===== src/rtl/param_pipelined_alu.sv =====
// Three-stage valid/ready ALU pipeline: S1 operands, S2 computed values, S3 registered outputs.
// Define ALU_TAG_EN to carry a TAG_W-bit transaction tag alongside each operation.
module param_pipelined_alu #(
  parameter int WIDTH = 8,
  parameter int TAG_W = 4
) (
  input  logic                 clk,
  input  logic                 reset,
  input  logic                 in_valid,
  output logic                 in_ready,
  input  logic [WIDTH-1:0]     a,
  input  logic [WIDTH-1:0]     b,
  input  logic [2:0]           op,
`ifdef ALU_TAG_EN
  input  logic [TAG_W-1:0]     in_tag,
  output logic [TAG_W-1:0]     out_tag,
`endif
  output logic                 out_valid,
  input  logic                 out_ready,
  output logic [2*WIDTH-1:0]   result,
  output logic                 zero,
  output logic                 carry
);

  localparam int SHW = $clog2(WIDTH);

  typedef enum logic [2:0] {
    OP_ADD = 3'b000,
    OP_SUB = 3'b001,
    OP_MUL = 3'b010,
    OP_AND = 3'b011,
    OP_OR  = 3'b100,
    OP_XOR = 3'b101,
    OP_SHL = 3'b110,
    OP_SHR = 3'b111
  } op_e;

  logic               advance;
  logic               s1_valid, s2_valid;
  logic [WIDTH-1:0]   s1_a, s1_b;
  op_e                s1_op;
  logic [2*WIDTH-1:0] s2_result;
  logic               s2_carry;
  logic [2*WIDTH-1:0] calc_result;
  logic               calc_carry;
  logic [WIDTH:0]     sum_ext, diff_ext;
  logic [2*WIDTH-1:0] a_ext, b_ext;
  logic [SHW-1:0]     shamt;

  // One global stall: the whole pipeline moves only when the output slot frees up.
  assign advance  = !out_valid || out_ready;
  assign in_ready = advance;

  assign sum_ext  = {1'b0, s1_a} + {1'b0, s1_b};
  assign diff_ext = {1'b0, s1_a} - {1'b0, s1_b};
  assign a_ext    = {{WIDTH{1'b0}}, s1_a};
  assign b_ext    = {{WIDTH{1'b0}}, s1_b};
  assign shamt    = s1_b[SHW-1:0];

  // NOTE: every variable gets a default before the case so no path leaves it unassigned (no latch).
  always_comb begin
    calc_result = '0;
    calc_carry  = 1'b0;
    case (s1_op)
      OP_ADD: begin
        calc_result = {{(WIDTH-1){1'b0}}, sum_ext};
        calc_carry  = sum_ext[WIDTH];
      end
      OP_SUB: begin
        calc_result = {{(WIDTH-1){1'b0}}, diff_ext};
        calc_carry  = diff_ext[WIDTH];
      end
      OP_MUL: calc_result = a_ext * b_ext;
      OP_AND: calc_result = a_ext & b_ext;
      OP_OR:  calc_result = a_ext | b_ext;
      OP_XOR: calc_result = a_ext ^ b_ext;
      OP_SHL: calc_result = a_ext << shamt;
      OP_SHR: calc_result = a_ext >> shamt;
      default: ;
    endcase
  end

  // NOTE: sequential state uses non-blocking assignments so every stage samples pre-edge values.
  always_ff @(posedge clk) begin
    if (reset) begin
      // NOTE: datapath registers are cleared too, so outputs read 0 right after reset.
      s1_valid  <= 1'b0;
      s1_a      <= '0;
      s1_b      <= '0;
      s1_op     <= OP_ADD;
      s2_valid  <= 1'b0;
      s2_result <= '0;
      s2_carry  <= 1'b0;
      out_valid <= 1'b0;
      result    <= '0;
      zero      <= 1'b0;
      carry     <= 1'b0;
    end else if (advance) begin
      s1_valid  <= in_valid;
      s1_a      <= a;
      s1_b      <= b;
      s1_op     <= op_e'(op);
      s2_valid  <= s1_valid;
      s2_result <= calc_result;
      s2_carry  <= calc_carry;
      out_valid <= s2_valid;
      result    <= s2_result;
      zero      <= (s2_result == '0);
      carry     <= s2_carry;
    end
  end

`ifdef ALU_TAG_EN
  logic [TAG_W-1:0] s1_tag, s2_tag;

  always_ff @(posedge clk) begin
    if (reset) begin
      s1_tag  <= '0;
      s2_tag  <= '0;
      out_tag <= '0;
    end else if (advance) begin
      s1_tag  <= in_tag;
      s2_tag  <= s1_tag;
      out_tag <= s2_tag;
    end
  end
`endif

endmodule


===== config.mk =====
export PLATFORM = sky130hd
export DESIGN_NAME = param_pipelined_alu
export DESIGN_NICKNAME = d
export VERILOG_FILES = /design/src/rtl/param_pipelined_alu.sv
export SDC_FILE = /design/constraint.sdc
export NUM_CORES = 1
export LEC_CHECK = 0
export BUFFER_PORTS_ARGS = -buffer_cell sky130_fd_sc_hd__buf_2
export CORE_MARGIN = 10
export CORE_UTILIZATION = 45
export CTS_BUF_LIST = sky130_fd_sc_hd__clkbuf_4 sky130_fd_sc_hd__clkbuf_8
export DETAILED_ROUTE_END_ITERATION = 6
export PLACE_DENSITY_LB_ADDON = 0.12
export SLEW_MARGIN = 20
export SYNTH_ARGS = -nofsm -noshare
export SYNTH_HDL_FRONTEND = slang
export SYNTH_SLANG_ARGS = --single-unit

===== constraint.sdc =====
create_clock -name clk -period 4.75 [get_ports clk]
set_input_delay 0.2375 -clock clk [delete_from_list [all_inputs] [get_ports clk]]
set_output_delay 0.2375 -clock clk [all_outputs]
set_load 0.01 [all_outputs]

==> impl_metrics.env <==
export IMPL_outcome="complete, no violations"
export IMPL_maxCapViolCount=0
export IMPL_peakVddDrop_mv=0.2146
export IMPL_yosysWarnings=0
export IMPL_post_drt_via_cell_ratio=5.626
export IMPL_drt_pre_antenna_iters=5
export IMPL_clock_path_buffers=2
export IMPL_grt_pass1_wl_microns=30430
export IMPL_synth_main_ff_cell="dfxtp_1"
export IMPL_antenna_found_initial=0
export IMPL_drc=0
export IMPL_die_w_microns=133.4
export IMPL_top_layer="met4"
export IMPL_power_frac_comb_pct=33.5
export IMPL_ios=43
export IMPL_die_h_microns=133.4
export IMPL_crit_path_max_fanout=7
export IMPL_wl_met1_microns=8477
export IMPL_yosysTopAreaCell="dfxtp_1"
export IMPL_tns_ns=0
export IMPL_syn_area_per_cell_sq_um=7.699
export IMPL_syn_num_nets=874
export IMPL_hold_end="s1_a[4]"
export IMPL_synthCells=752
export IMPL_critPathTopFamily="adder cells"
export IMPL_max_stage_delay_ns=0.57
export IMPL_core_sq_um=12620
export IMPL_post_route_period_util_pct=96.25
export IMPL_p_int_uw=891.3
export IMPL_wl_microns=19260
export IMPL_layout_drive_gt1_share_pct=14.05
export IMPL_vias=5452
export IMPL_nNetsFinal=914
export IMPL_grt_ovfl_total=0
export IMPL_clk_transition_reported_paths_ns=0.09
export IMPL_cellPowerDensity_nw_per_um2=226.0
export IMPL_dp_hpwl_microns=15290
export IMPL_cts_htree_levels=3
export IMPL_grt_use_total_pct=21.64
export IMPL_synthArstFlopShare_pct=0
export IMPL_p_sw_share_pct=38.97
export IMPL_r2r_start="s1_a[4]"
export IMPL_post_place_ws_ns=0.1194
export IMPL_tightest_slew_ns=0.7806
export IMPL_clock_sinks=57
export IMPL_cp_num_buf_inv=3
export IMPL_cp_required_ns=4.99
export IMPL_p_clk_share_pct=29.9
export IMPL_drv_slew=0
export IMPL_finalInstanceArea_sq_um=6461
export IMPL_crit_chain="ha_1 > fa_1 > fa_1 > fa_1 > inv_1 > fa_1 > inv_1 > ha_1 > a2111oi_4 > o31ai_1 > buf_4 > xor2_1 > a221oi_1 > nor2_1"
export IMPL_cp_slowest_cell="dfxtp_1"
export IMPL_maxSlewHeadroom_pct=47.77
export IMPL_power_leakage_nw=2.961
export IMPL_area_delta_synth_final_pct=11.61
export IMPL_ant_nets=0
export IMPL_min_period_ns=4.572
export IMPL_row_count=41
export IMPL_hold_violations=0
export IMPL_drt_first_iter_violations=520
export IMPL_synth_distinct_cells=66
export IMPL_setup_viol=0
export IMPL_fin_skew_ns=0.02027
export IMPL_hold_ws_ns=0.1200
export IMPL_rsz0062_at_grt="yes"
export IMPL_synth_seq_area_share_pct=19.71
export IMPL_start_util_pct=45.88
export IMPL_worstHoldPathCells=3
export IMPL_hp_class="input pin to flip-flop"
export IMPL_cts_made_buffers=9
export IMPL_fin_util_pct=51.20
export IMPL_rr_endpoint="s2_result[10]"
export IMPL_grt_max_degree=62
export IMPL_final_common_cell="nand2_1"
export IMPL_globalplace_congestion=0.9634
export IMPL_post_cts_buffers=0
export IMPL_wl_met3_microns=1188
export IMPL_antenna_cells=0
export IMPL_clock_latency_ns=0.36
export IMPL_syn_area_sq_um=5789
export IMPL_crit_path_end_kind="flip-flop"
export IMPL_seqPwrFrac_pct=36.6
export IMPL_grt_pass1_vias=5484
export IMPL_yosys_top_cells_area="dfxtp_1 (20%), ha_1 (13%), fa_1 (13%), nand2_1 (7.3%), a21oi_1 (5.7%)"
export IMPL_placed_area_sq_um=6259
export IMPL_ys_seq_elements=57
export IMPL_arrival_ns=4.81
export IMPL_holdCritStartpoint="a[4]"
export IMPL_post_synth_top_area_fraction_pct=19.71
export IMPL_startpoint_type="flip-flop"
export IMPL_fin_ws_ns=0.1780
export IMPL_clockRootBuffer="clkbuf_8"
export IMPL_synth_edf_count=0
export IMPL_dieArea_sq_um=17800
export IMPL_portBuffers=42
export IMPL_wl_per_cell_microns=19.87
export IMPL_tritoncts="built"
export IMPL_maxClockFrequency_mhz=218.7
export IMPL_power_net_switching_uw=569.1
export IMPL_final_cell_mix="nand2_1 (112), nor2_1 (87), inv_1 (80)"
export IMPL_critPathKind="flip-flop to flip-flop"
export IMPL_reg2reg_depth=14
export IMPL_critPathMostFrequentCell="fa_1"
export IMPL_wl_met2_microns=8722
export IMPL_r2r_slack_ns=0.18
power by group through the flow:
stage	registers, mW	logic (mW)	clock network (mW)
after global placement	0.543	0.480	0
after detailed placement	0.544	0.482	0
after floorplan	0.540	0.329	0
final	0.534	0.490	0.437
after CTS	0.533	0.486	0.451
after global routing	0.537	0.542	0.469
cell usage after synthesis (8+ instances only):
| cell | n |
|---|---|
| nor2_1 | 87 |
| dfxtp_1 | 57 |
| a21oi_1 | 66 |
| buf_2 | 16 |
| ha_1 | 61 |
| inv_1 | 81 |
| nand2b_1 | 8 |
| nand2_1 | 112 |
| xnor2_1 | 11 |
| fa_1 | 38 |
| mux2i_1 | 13 |
| nand3_1 | 12 |
| o21ai_0 | 27 |
| clkbuf_1 | 21 |
| nor3_1 | 14 |
stage by stage:
| step | cells | total power, mW |
|---|---|---|
| 3_5_place_dp | 953 | 1.026 |
| 3_3_place_gp | 953 | 1.023 |
| 6_report | 969 | 1.460 |
| 4_1_cts | 969 | 1.470 |
| 5_1_grt | 969 | 1.548 |
| 2_1_floorplan | 752 | 0.8693 |
worst max path at each step:
stage	to	start	slack (ns)	cells after the start
floorplan	s2_result[10]	s1_a[2]	0.40	16
global placement	s2_result[11]	s1_a[0]	0.20	15
detailed placement	s2_result[10]	s1_a[3]	0.12	17
CTS	s2_result[10]	s1_a[3]	0.08	17
global route	s2_result[10]	s1_a[3]	-0.03	17
finish	s2_result[10]	s1_a[4]	0.18	14
flip-flops by register name (all words and copies together), names as in the netlist:
register,flops
s1_b,8
s1_op,3
zero,1
s2_valid,1
result,16
carry,1
s2_result,16
out_valid,1
s1_a,8
s1_valid,1
s2_carry,1
kinds of logic after synthesis:
| family | Yosys count | share of synthesized area (%) |
|---|---|---|
| AOI/OAI and AO/OA | 165 | 18.50 |
| xor gates and xnor gates | 18 | 2.723 |
| adders and majority gates | 99 | 26.32 |
| buffers and inverters | 129 | 8.905 |
| DFF | 57 | 19.71 |
| muxes | 18 | 3.998 |
| and+or+nand+nor | 266 | 19.84 |
layout make-up:
cell class | count | area, sq um
well taps | 172 | 215.2
clock inverters | 7 | 62.56
multi-input cells | 566 | 4155
fillers | 1334 | 6158
flip-flops and latches | 57 | 1142
clock buffers | 9 | 123.9
inverters | 85 | 319.1
repair buffers | 73 | 442.9
metal layers:
layer	vias to the layer above	GRT usage [%]
met4	0	10.52
met1	2575	28.40
met5	-	0
met3	47	4.361
li1	2614	-
met2	216	33.18
worst reg2reg max path, cell delays in order, from the launching register on:
cell	delay, ns
dfxtp_1	0.57
ha_1	0.33
fa_1	0.44
fa_1	0.47
fa_1	0.54
inv_1	0.05
fa_1	0.52
inv_1	0.04
ha_1	0.27
a2111oi_4	0.41
o31ai_1	0.12
buf_4	0.16
xor2_1	0.16
a221oi_1	0.30
nor2_1	0.07
repair_timing:
| action | CTS | global route |
|---|---|---|
| hold buffers | 0 | 0 |
| setup endpoints to repair | 0 | 6 |
| endpoints found under the hold margin | 0 | 0 |
| resized for setup | 0 | 5 |
No activity file was read; power rests on OpenSTA's default activity.
